==> config.mk <==
export PLATFORM = sky130hd
export DESIGN_NAME = ps2_key_decoder
export DESIGN_NICKNAME = d
export VERILOG_FILES = /design/src/rtl/ps2_pkg.sv /design/src/rtl/ps2_frame_rx.sv /design/src/rtl/ps2_key_decoder.sv
export SDC_FILE = /design/constraint.sdc
export NUM_CORES = 1
export LEC_CHECK = 0
export ABC_AREA = 1
export BUFFER_PORTS_ARGS = -buffer_cell sky130_fd_sc_hd__buf_4
export CORE_MARGIN = 2
export CORE_UTILIZATION = 50
export CTS_BUF_LIST = sky130_fd_sc_hd__clkbuf_16
export CTS_CLUSTER_DIAMETER = 120
export DETAILED_ROUTE_END_ITERATION = 16
export GPL_ROUTABILITY_DRIVEN = 0
export MAX_ROUTING_LAYER = met4
export PLACE_DENSITY = 0.68
export SLEW_MARGIN = 40
export SYNTH_ARGS = -nofsm -noshare
export SYNTH_HDL_FRONTEND = slang
export SYNTH_SLANG_ARGS = --single-unit
==> constraint.sdc <==
create_clock -name iVGA_CLK -period 2.4 [get_ports iVGA_CLK]
set_input_delay 0.24 -clock iVGA_CLK [delete_from_list [all_inputs] [get_ports iVGA_CLK]]
set_output_delay 0.24 -clock iVGA_CLK [all_outputs]
set_load 0.05 [all_outputs]
==> src/rtl/ps2_pkg.sv <==
// ---------------------------------------------------------------------------
// ps2_pkg
// Shared definitions for the PS/2 keyboard receive path.
//   - Scan-code constants for the break/extended prefixes and the arrow keys
//   - Receive FSM state encoding
//   - Odd-parity check helper used on every completed frame
// ---------------------------------------------------------------------------
package ps2_pkg;

    localparam logic [7:0] SC_BREAK = 8'hF0;
    localparam logic [7:0] SC_EXT   = 8'hE0;

    localparam logic [7:0] SC_LEFT  = 8'h6B;
    localparam logic [7:0] SC_RIGHT = 8'h74;
    localparam logic [7:0] SC_DOWN  = 8'h72;
    localparam logic [7:0] SC_UP    = 8'h75;

    typedef enum logic [1:0] {
        IDLE   = 2'd0,
        DATA   = 2'd1,
        PARITY = 2'd2,
        STOP   = 2'd3
    } ps2_state_e;

    // PS/2 uses odd parity: data bits plus parity bit must hold an odd number of ones.
    function automatic logic odd_parity_ok(input logic [7:0] data, input logic par);
        return ^{data, par};
    endfunction

endpackage

==> src/rtl/ps2_frame_rx.sv <==
// ---------------------------------------------------------------------------
// ps2_frame_rx
// Turns the raw asynchronous PS/2 clock/data pair into validated bytes.
//   iVGA_CLK      in   system clock (posedge)
//   iRST_n        in   asynchronous active-low reset
//   ps2_clk_i     in   raw PS/2 clock
//   ps2_dat_i     in   raw PS/2 data
//   byte_valid_o  out  one-cycle strobe: data_byte_o holds a good frame
//   data_byte_o   out  received byte (LSB first on the wire)
//   frame_err_o   out  one-cycle strobe: parity/stop error or timeout
// byte_valid_o and frame_err_o are decoded from registered state in the
// cycle the stop-bit strobe is seen; the top level registers them.
// ---------------------------------------------------------------------------
module ps2_frame_rx
    import ps2_pkg::*;
#(
    parameter int FILTER_LEN  = 8,
    parameter int TIMEOUT_CYC = 25000
) (
    input  logic       iVGA_CLK,
    input  logic       iRST_n,
    input  logic       ps2_clk_i,
    input  logic       ps2_dat_i,
    output logic       byte_valid_o,
    output logic [7:0] data_byte_o,
    output logic       frame_err_o
);

    localparam int FW = (FILTER_LEN > 1) ? $clog2(FILTER_LEN) : 1;

    logic          clk_m_q, clk_sync_q;
    logic          dat_m_q, dat_sync_q;
    logic          filt_q, filt_d;
    logic [FW-1:0] flt_cnt_q, flt_cnt_d;

    ps2_state_e    state_q;
    logic [2:0]    bit_cnt_q;
    logic [7:0]    shreg_q;
    logic          par_q;
    logic [14:0]   to_cnt_q;

    logic          strobe_s;
    logic          expire_s;
    logic          stop_seen_s;
    logic          frame_ok_s;

    // Two-flop synchronisers; both lines idle high.
    always_ff @(posedge iVGA_CLK or negedge iRST_n) begin
        if (!iRST_n) begin
            clk_m_q    <= 1'b1;
            clk_sync_q <= 1'b1;
            dat_m_q    <= 1'b1;
            dat_sync_q <= 1'b1;
        end else begin
            clk_m_q    <= ps2_clk_i;
            clk_sync_q <= clk_m_q;
            dat_m_q    <= ps2_dat_i;
            dat_sync_q <= dat_m_q;
        end
    end

    // Glitch filter next state: count consecutive samples that disagree with
    // the filtered level and flip only on the FILTER_LEN-th one.
    always_comb begin
        filt_d    = filt_q;
        flt_cnt_d = flt_cnt_q;
        if (clk_sync_q == filt_q) begin
            flt_cnt_d = '0;
        end else if (flt_cnt_q == FW'(FILTER_LEN - 1)) begin
            filt_d    = clk_sync_q;
            flt_cnt_d = '0;
        end else begin
            flt_cnt_d = flt_cnt_q + 1'b1;
        end
    end

    // Glitch filter state registers.
    always_ff @(posedge iVGA_CLK or negedge iRST_n) begin
        if (!iRST_n) begin
            filt_q    <= 1'b1;
            flt_cnt_q <= '0;
        end else begin
            filt_q    <= filt_d;
            flt_cnt_q <= flt_cnt_d;
        end
    end

    // Bit strobe is the cycle in which the filtered clock falls.
    assign strobe_s = filt_q & ~filt_d;

    // A strobe in the expiry cycle wins, so expiry requires no strobe.
    assign expire_s = (state_q != IDLE) && !strobe_s &&
                      (to_cnt_q == 15'(TIMEOUT_CYC - 1));

    assign stop_seen_s = strobe_s && (state_q == STOP);
    assign frame_ok_s  = odd_parity_ok(shreg_q, par_q) && dat_sync_q;

    // Frame FSM with bit counter, shift register and inter-strobe timeout.
    always_ff @(posedge iVGA_CLK or negedge iRST_n) begin
        if (!iRST_n) begin
            state_q   <= IDLE;
            bit_cnt_q <= 3'd0;
            shreg_q   <= 8'h00;
            par_q     <= 1'b0;
            to_cnt_q  <= 15'd0;
        end else if (strobe_s) begin
            to_cnt_q <= 15'd0;
            case (state_q)
                IDLE: begin
                    bit_cnt_q <= 3'd0;
                    if (!dat_sync_q) begin
                        state_q <= DATA;
                    end else begin
                        state_q <= IDLE;
                    end
                end
                DATA: begin
                    shreg_q   <= {dat_sync_q, shreg_q[7:1]};
                    bit_cnt_q <= bit_cnt_q + 3'd1;
                    if (bit_cnt_q == 3'd7) begin
                        state_q <= PARITY;
                    end else begin
                        state_q <= DATA;
                    end
                end
                PARITY: begin
                    par_q   <= dat_sync_q;
                    state_q <= STOP;
                end
                STOP: begin
                    state_q <= IDLE;
                end
                default: begin
                    state_q <= IDLE;
                end
            endcase
        end else if (state_q == IDLE) begin
            to_cnt_q <= 15'd0;
        end else if (expire_s) begin
            state_q  <= IDLE;
            to_cnt_q <= 15'd0;
        end else begin
            to_cnt_q <= to_cnt_q + 15'd1;
        end
    end

    assign byte_valid_o = stop_seen_s & frame_ok_s;
    assign frame_err_o  = (stop_seen_s & ~frame_ok_s) | expire_s;
    assign data_byte_o  = shreg_q;

endmodule

==> src/rtl/ps2_key_decoder.sv <==
// ---------------------------------------------------------------------------
// ps2_key_decoder
// PS/2 keyboard front end feeding the VGA game controller.
//   iVGA_CLK   in   25 MHz system clock
//   iRST_n     in   asynchronous active-low reset
//   ps2_clk    in   raw PS/2 clock
//   ps2_dat    in   raw PS/2 data
//   key_in     out  last make code, held until the next make
//   key_en     out  one-cycle strobe: key_in is new
//   key_ext    out  key_in carried an E0 prefix (valid with key_en)
//   frame_err  out  one-cycle strobe on a bad or timed-out frame
// Break (F0) sequences are swallowed; only makes, including typematic
// repeats, produce key_en.
// ---------------------------------------------------------------------------
module ps2_key_decoder
    import ps2_pkg::*;
#(
    parameter int FILTER_LEN  = 8,
    parameter int TIMEOUT_CYC = 25000
) (
    input  logic       iVGA_CLK,
    input  logic       iRST_n,
    input  logic       ps2_clk,
    input  logic       ps2_dat,
    output logic [7:0] key_in,
    output logic       key_en,
    output logic       key_ext,
    output logic       frame_err
);

    logic       byte_valid_s;
    logic [7:0] rx_byte_s;
    logic       rx_err_s;

    logic       brk_q, brk_d;
    logic       ext_q, ext_d;
    logic [7:0] key_in_q, key_in_d;
    logic       key_en_q, key_en_d;
    logic       key_ext_q, key_ext_d;
    logic       frame_err_q;

    ps2_frame_rx #(
        .FILTER_LEN  (FILTER_LEN),
        .TIMEOUT_CYC (TIMEOUT_CYC)
    ) u_rx (
        .iVGA_CLK     (iVGA_CLK),
        .iRST_n       (iRST_n),
        .ps2_clk_i    (ps2_clk),
        .ps2_dat_i    (ps2_dat),
        .byte_valid_o (byte_valid_s),
        .data_byte_o  (rx_byte_s),
        .frame_err_o  (rx_err_s)
    );

    // Prefix tracking and make-code selection for each received byte.
    always_comb begin
        brk_d     = brk_q;
        ext_d     = ext_q;
        key_in_d  = key_in_q;
        key_en_d  = 1'b0;
        key_ext_d = key_ext_q;
        if (rx_err_s) begin
            // A damaged frame may have been a prefix; forget any pending ones.
            brk_d = 1'b0;
            ext_d = 1'b0;
        end else if (byte_valid_s) begin
            if (rx_byte_s == SC_BREAK) begin
                brk_d = 1'b1;
            end else if (rx_byte_s == SC_EXT) begin
                ext_d = 1'b1;
            end else if (brk_q) begin
                brk_d = 1'b0;
                ext_d = 1'b0;
            end else begin
                key_in_d  = rx_byte_s;
                key_ext_d = ext_q;
                key_en_d  = 1'b1;
                ext_d     = 1'b0;
            end
        end else begin
            brk_d = brk_q;
        end
    end

    // Prefix flags and output registers.
    always_ff @(posedge iVGA_CLK or negedge iRST_n) begin
        if (!iRST_n) begin
            brk_q       <= 1'b0;
            ext_q       <= 1'b0;
            key_in_q    <= 8'h00;
            key_en_q    <= 1'b0;
            key_ext_q   <= 1'b0;
            frame_err_q <= 1'b0;
        end else begin
            brk_q       <= brk_d;
            ext_q       <= ext_d;
            key_in_q    <= key_in_d;
            key_en_q    <= key_en_d;
            key_ext_q   <= key_ext_d;
            frame_err_q <= rx_err_s;
        end
    end

    assign key_in    = key_in_q;
    assign key_en    = key_en_q;
    assign key_ext   = key_ext_q;
    assign frame_err = frame_err_q;

endmodule
# Word level (Yosys, flattened, before mapping)
# Index checks and enable logic that the tools add are counted.
# W data, S select, Z words.
# word_totals
regBits	50
latch_bits	0
ramBits	0
mem_bits_ro	0
input_bits	4
output_inout_bits	11
n_memories	0
# op_classes
add_sub_neg	3
n_mul	0
div	0
magnitude_cmp	0
eq_ne	12
n_shift	0
n_mux	27
n_bitwise	10
n_reduce_logical	18
# ops
operator	n
$mux W15	3
$eq A8 B8 Y1 const B	2
$mux W1	16
$add A15 B1 Y15 const B	1
$eq A15 B15 Y1 const B	1
$reduce_and A2 Y1	6
$reduce_xor A9 Y1	1
$mux W2	4
$pmux W2 S4	1
$reduce_bool A2 Y1	4
$add A3 B1 Y3 const B	2
$eq A3 B3 Y1 const B	2
$mux W3	2
$not A1 Y1	6
$pmux W3 S2	1
$reduce_and A5 Y1	1
$eq A2 B2 Y1 const B	2
$logic_and A1 B1 Y1	4
$and A1 B1 Y1	3
$ne A3 B3 Y1 const B	1
$eq A2 B1 Y1 const B	1
$logic_not A2 Y1	1
$ne A2 B1 Y1 const B	1
$ne A2 B2 Y1 const B	1
3 further kinds	3

# Logic depth before layout (Yosys ltp)
# logic_depth
depth_word	11
ltp_mapped	14

# Modules after synthesis
# A second synthesis with hierarchy kept.
# unflattened
cells_unflattened	293
hier_area_um2	2494.9
# by_module_without_submodules
module	instances	cells_each	area_each_um2
ps2_frame_rx	1	222	1884.3
ps2_key_decoder	1	71	610.6

# Worst setup path before layout
# Ideal clock, no wire load.
# synth_timing
path_type	reg2reg
from	register u_rx.flt_cnt_q[0]
to	register key_in_q[6], in the netlist key_in[6]
arrival_ps	1735
required_ps	2281
path_slack_ps	547
path_stages_with_launch	12
period_less_slack_ps	1853
path_cell_list	dfrtp_1 ha_1 ha_1 nand2_1 nand3_2 clkinv_2 nand3_2 nor3_4 nand2_8 buf_12 nand2_2 o21ai_2
# synth_between
elab_chain_cells	11
word_cells_on_any_way	14
# synth_rtl
item	line_no	source
start: declaration	ps2_frame_rx.sv:34	logic [FW-1:0] flt_cnt_q, flt_cnt_d;
start signal: assignment	ps2_frame_rx.sv:84	flt_cnt_q <= flt_cnt_d;
$eq A3 B3 Y1 (*)	ps2_frame_rx.sv:69	end else if (flt_cnt_q == FW'(FILTER_LEN - 1)) begin
$mux W1 (*)	ps2_frame_rx.sv:69	
$mux W1 (*)	ps2_frame_rx.sv:67	if (clk_sync_q == filt_q) begin
$not A1 Y1 (*)	ps2_frame_rx.sv:89	assign strobe_s = filt_q & ~filt_d;
$and A1 B1 Y1 (*)	ps2_frame_rx.sv:89	
$logic_not A1 Y1	ps2_frame_rx.sv:92	assign expire_s = (state_q != IDLE) && !strobe_s &&
$logic_and A1 B1 Y1 (2 in series)	ps2_frame_rx.sv:92	
$or A1 B1 Y1	ps2_frame_rx.sv:148	assign frame_err_o = (stop_seen_s & ~frame_ok_s) | expire_s;
$not A1 Y1 (no line)	n/a	
$reduce_and A5 Y1 (no line) (*)	n/a	
end signal: assignment	ps2_key_decoder.sv:97	key_in_q <= key_in_d;
end: declaration	ps2_key_decoder.sv:37	logic [7:0] key_in_q, key_in_d;
# Every way passes the cells marked *; elsewhere a longest branch is shown, timed or not.
# A chain may end at the register's enable or synchronous reset.

# Worst setup path in the final report
# layout_timing
from	register u_rx.flt_cnt_q[0]
to	register u_rx.state_q[1]
# layout_between
elab_chain_cells	10
word_cells_on_any_way	12
# layout_rtl
item	line_no	source
$eq A3 B3 Y1 (*)	ps2_frame_rx.sv:69	
$mux W1 (*)	ps2_frame_rx.sv:69	
$mux W1 (*)	ps2_frame_rx.sv:67	
$not A1 Y1 (*)	ps2_frame_rx.sv:89	
$and A1 B1 Y1 (*)	ps2_frame_rx.sv:89	
$logic_not A1 Y1	ps2_frame_rx.sv:92	
$logic_and A1 B1 Y1 (2 in series)	ps2_frame_rx.sv:92	
$reduce_bool A2 Y1 (no line)	n/a	
$reduce_and A2 Y1 (no line)	n/a	
end signal: assignment	ps2_frame_rx.sv:101	state_q <= IDLE;
end signal: assignment	ps2_frame_rx.sv:112	state_q <= DATA;
end signal: assignment	ps2_frame_rx.sv:114	state_q <= IDLE;
end: declaration	ps2_frame_rx.sv:36	ps2_state_e state_q;
# Marks and branches as above.

==> impl_metrics.prom <==
# TYPE chip_impl_metric gauge
chip_impl_info{name="outcome",value="complete, no violations"} 1
chip_impl_metric{name="synth.avg_cell_area",unit="µm²"} 8.71
chip_impl_metric{name="tightest_slew",unit="ns"} 0.601
chip_impl_metric{name="clock_tree.htree_level_count",unit=""} 2
chip_impl_metric{name="initialDrtViolationCount",unit=""} 126
chip_impl_metric{name="via_count",unit=""} 1816
chip_impl_metric{name="dpl_cell_area",unit="µm²"} 2650
chip_impl_metric{name="synth.ff_latch_count",unit=""} 50
chip_impl_info{name="crit_chain",value="ha_1, ha_1, nand2_1, nand3_2, nor2_1, inv_1, nor2_1, buf_4, a21oi_1, o21ai_0"} 1
chip_impl_metric{name="drv_cap",unit=""} 0
chip_impl_metric{name="setup_violations",unit=""} 0
chip_impl_metric{name="finish.instance_area",unit="µm²"} 2800
chip_impl_metric{name="antenna_violations_before_repair",unit=""} 0
chip_impl_metric{name="setup_total_negative_slack",unit="ns"} 0
chip_impl_metric{name="global_route.usage.total",unit="%"} 17.7
chip_impl_metric{name="cellPowerDensity",unit="nW/µm²"} 590
chip_impl_metric{name="report.final.hold_viol_count",unit=""} 0
chip_impl_metric{name="number_of_placement_rows",unit=""} 25
chip_impl_metric{name="port_buffers",unit=""} 14
chip_impl_info{name="final_cell_mix",value="68 x sky130_fd_sc_hd__nand2_1, 45 x sky130_fd_sc_hd__dfrtp_1, 24 x sky130_fd_sc_hd__inv_1, 23 x sky130_fd_sc_hd__nor2_1, 19 x sky130_fd_sc_hd__o21ai_0"} 1
chip_impl_metric{name="detailedRoute.firstPassIterationCount",unit=""} 4
chip_impl_metric{name="clock_skew_after_layout",unit="ns"} 0.00586
chip_impl_metric{name="diodes",unit=""} 0
chip_impl_metric{name="final_net_count",unit=""} 314
chip_impl_metric{name="r2r_cells",unit=""} 10
chip_impl_metric{name="synth_area",unit="µm²"} 2480
chip_impl_metric{name="share_seq_of_total_power",unit="%"} 54.7
chip_impl_metric{name="synth_enable_flop_cells",unit=""} 0
chip_impl_metric{name="postSynthCellCount",unit=""} 285
chip_impl_metric{name="post_cts_resize_count",unit=""} 0
chip_impl_info{name="worst_setup_path_endpoint",value="u_rx.state_q[1]$_DFFE_PN0P_"} 1
chip_impl_metric{name="power.clock.fraction",unit="%"} 40.5
chip_impl_metric{name="timing.reg2reg.setup_slack",unit="ns"} 0.45
chip_impl_metric{name="io_pins",unit=""} 15
chip_impl_info{name="timing.rr.start",value="u_rx.flt_cnt_q[0]$_DFF_PN0_"} 1
chip_impl_info{name="rsz_0062_raised_after_global_routing",value="false"} 1
chip_impl_metric{name="postSynth.asyncResetShare",unit="%"} 100
chip_impl_metric{name="internal_power",unit="µW"} 1290
chip_impl_metric{name="globalRouteOverflowTotal",unit=""} 0
chip_impl_metric{name="post_drt_via_cell_ratio",unit=""} 4.87
chip_impl_metric{name="critical_path_depth",unit=""} 10
chip_impl_metric{name="cts.clk_slew.worst_paths",unit="ns"} 0.06
chip_impl_metric{name="cts.path.max_buffers",unit=""} 2
chip_impl_metric{name="ir_drop",unit="V"} 0.000386
chip_impl_metric{name="die_h",unit="µm"} 74.5
chip_impl_metric{name="antenna_left",unit=""} 0
chip_impl_metric{name="coreArea",unit="µm²"} 4750
chip_impl_info{name="setup.worst_path.start",value="u_rx.flt_cnt_q[0]$_DFF_PN0_"} 1
chip_impl_metric{name="die_footprint",unit="µm²"} 5540
chip_impl_metric{name="yosys_warnings",unit=""} 0
chip_impl_metric{name="die_width",unit="µm"} 74.5
chip_impl_info{name="setup.worst_path.class",value="flip-flop to flip-flop"} 1
chip_impl_info{name="yosys_most_used_dff",value="sky130_fd_sc_hd__dfrtp_1"} 1
chip_impl_metric{name="critPathArrivalTime",unit="ns"} 2.15
chip_impl_metric{name="critical_path_buf_inv_count",unit=""} 2
chip_impl_metric{name="initial_core_util",unit="%"} 52.2
chip_impl_metric{name="fillcell_total",unit=""} 432
chip_impl_metric{name="tritoncts.num_buffers",unit=""} 5
chip_impl_metric{name="p_sw",unit="µW"} 358
chip_impl_info{name="timing.critical_path.from_type",value="flip-flop"} 1
chip_impl_metric{name="cellLeakagePower",unit="µW"} 0.00133
chip_impl_metric{name="setup_repair_bufs_after_cts",unit=""} 0
chip_impl_metric{name="ctsHoldBuffers",unit=""} 1
chip_impl_metric{name="final_layout_size_suffix_gt1_share",unit="%"} 25.8
chip_impl_metric{name="first_global_vias",unit=""} 1714
chip_impl_metric{name="syn_to_final_growth",unit="%"} 12.7
chip_impl_metric{name="clock.fmax",unit="MHz"} 513
chip_impl_metric{name="final.hold.worst_slack",unit="ns"} 0.0583
chip_impl_metric{name="post_synthesis_sequential_area_ratio",unit="%"} 50.7
chip_impl_metric{name="final_max_slew_viol_count",unit=""} 0
chip_impl_metric{name="max_transition_margin",unit="%"} 59.9
chip_impl_info{name="cp_slowest_cell",value="sky130_fd_sc_hd__dfrtp_1"} 1
chip_impl_metric{name="slowest_delay",unit="ns"} 0.38
chip_impl_metric{name="worst-path-max-fanout",unit=""} 17
chip_impl_metric{name="synth_nets",unit=""} 294
chip_impl_metric{name="worst_ep_required_time",unit="ns"} 2.60
chip_impl_metric{name="grt_start_max_net_pins",unit=""} 51
chip_impl_info{name="final_common_cell",value="sky130_fd_sc_hd__nand2_1"} 1
chip_impl_metric{name="min_period_over_period",unit="%"} 81.3
chip_impl_metric{name="period_minus_slack",unit="ns"} 1.95
chip_impl_info{name="clock_tree.root_cell",value="sky130_fd_sc_hd__clkbuf_16"} 1
chip_impl_metric{name="synthDistinctLibCells",unit=""} 34
chip_impl_info{name="cts_tree",value="built"} 1
chip_impl_info{name="critPathTopFamily",value="simple AND/OR/NAND/NOR gates"} 1
chip_impl_metric{name="clock_sinks",unit=""} 50
chip_impl_metric{name="clk-insertion-delay-late",unit="ns"} 0.29
chip_impl_metric{name="portion_of_total_power_attributed_to_combinational_logic",unit="%"} 4.9
chip_impl_metric{name="wl_per_cell",unit="µm"} 10.8
chip_impl_metric{name="hpwl",unit="µm"} 2970
chip_impl_info{name="critPathCaptureType",value="flip-flop"} 1
chip_impl_metric{name="grt_first_pass_wirelength",unit="µm"} 7220
chip_impl_info{name="worstReg2RegEnd",value="u_rx.state_q[1]$_DFFE_PN0P_"} 1
chip_impl_info{name="worst_hold_path_type",value="primary input to flip-flop"} 1
chip_impl_metric{name="route.final.wire_length",unit="µm"} 4050
chip_impl_metric{name="remaining_drc_errors",unit=""} 0
chip_impl_metric{name="power_switching_share",unit="%"} 21.7
[state kept, by name (all words and copies together) (netlist names)]
signal	count
frame_err	1
u_rx.dat_sync_q	1
u_rx.clk_sync_q	1
key_in	8
u_rx.state_q	2
brk_q	1
u_rx.flt_cnt_q	3
u_rx.to_cnt_q	15
u_rx.bit_cnt_q	3
u_rx.par_q	1
ext_q	1
key_en	1
u_rx.clk_m_q	1
u_rx.dat_m_q	1
key_ext	1
u_rx.data_byte_o	8
u_rx.filt_q	1
[power groups by stage]
stage	Sequential, µW	Clock (µW)	Combinational [µW]
floorplan	912	0	48.9
finish	902	667	80.3
global placement	915	0	79.4
detailed placement	918	0	83.4
global route	905	716	94.2
CTS	902	687	85.0
[cell families (layout without fill, tap and decap cells)]
family | Yosys count | count (layout) | share of synthesized area [%]
AO/OA/AOI/OAI | 42 | 42 | 10.4
XOR/XNOR | 1 | 1 | 0.353
adder cells (fa/ha/maj) | 5 | 5 | 2.52
buffers and inverters | 45 | 66 | 7.71
flip-flops | 50 | 50 | 50.7
AND/OR/NAND/NOR | 142 | 142 | 28.4
[routing by layer]
layer | wire length (µm) | GRT usage [%]
met1 | 2020 | 21.8
met4 | 58 | 5.95
met2 | 1840 | 28.4
met5 | 0 | -
met3 | 127 | 4.47
[metrics by stage]
step,std cells,setup slack [ns],total power [µW],utilization (%)
global route,373,0.323,1720,58.8
finish,373,0.449,1650,58.8
detailed placement,364,0.453,1000,55.7
CTS,373,0.428,1670,58.8
floorplan,285,0.547,961,-
global placement,364,0.525,995,55.7
[worst min-delay path by stage]
stage / start / end / slack [ns] / cells past startpoint
5_1_grt: ps2_dat / u_rx.dat_m_q$_DFF_PN1_ / 0.05 / 1
3_5_place_dp: iRST_n / key_in[2]$_DFFE_PN0P_ / 0.30 / 1
2_1_floorplan: iRST_n / brk_q$_DFFE_PN0P_ / -0.06 / 0
6_report: ps2_dat / u_rx.dat_m_q$_DFF_PN1_ / 0.06 / 1
3_3_place_gp: iRST_n / key_in[2]$_DFFE_PN0P_ / 0.30 / 1
4_1_cts: ps2_dat / u_rx.dat_m_q$_DFF_PN1_ / 0.05 / 1
[final cells by class]
cell class	count	area (µm²)	share of cell area, %
clock buffers	5	125	4.47
repair buffers	16	123	4.38
well taps	67	83.8	3.00
inverters	42	161	5.77
multi-input cells	190	1030	37.0
clock inverters	3	12.5	0.447
flip-flops and latches	50	1260	45.0
[Yosys cell counts, types with 2 or more instances]
library cell | n | share of area [%]
sky130_fd_sc_hd__nand3_1 | 13 | 2.6
sky130_fd_sc_hd__buf_2 | 2 | 0.40
sky130_fd_sc_hd__inv_2 | 16 | 2.4
sky130_fd_sc_hd__o21ai_0 | 19 | 3.8
sky130_fd_sc_hd__inv_1 | 23 | 3.5
sky130_fd_sc_hd__a22o_1 | 2 | 0.71
sky130_fd_sc_hd__o21ai_2 | 8 | 2.8
sky130_fd_sc_hd__nand3_2 | 6 | 2.4
sky130_fd_sc_hd__nand4_1 | 4 | 1.0
sky130_fd_sc_hd__nand2_1 | 68 | 10
sky130_fd_sc_hd__nor3_1 | 7 | 1.4
sky130_fd_sc_hd__dfstp_2 | 5 | 5.3
sky130_fd_sc_hd__nor2_2 | 5 | 1.3
sky130_fd_sc_hd__a21oi_1 | 8 | 1.6
sky130_fd_sc_hd__nor2_1 | 23 | 3.5
sky130_fd_sc_hd__dfrtp_1 | 45 | 45
sky130_fd_sc_hd__ha_1 | 5 | 2.5
sky130_fd_sc_hd__nand2_2 | 10 | 2.5
No activity file was read; power rests on OpenSTA's default activity.
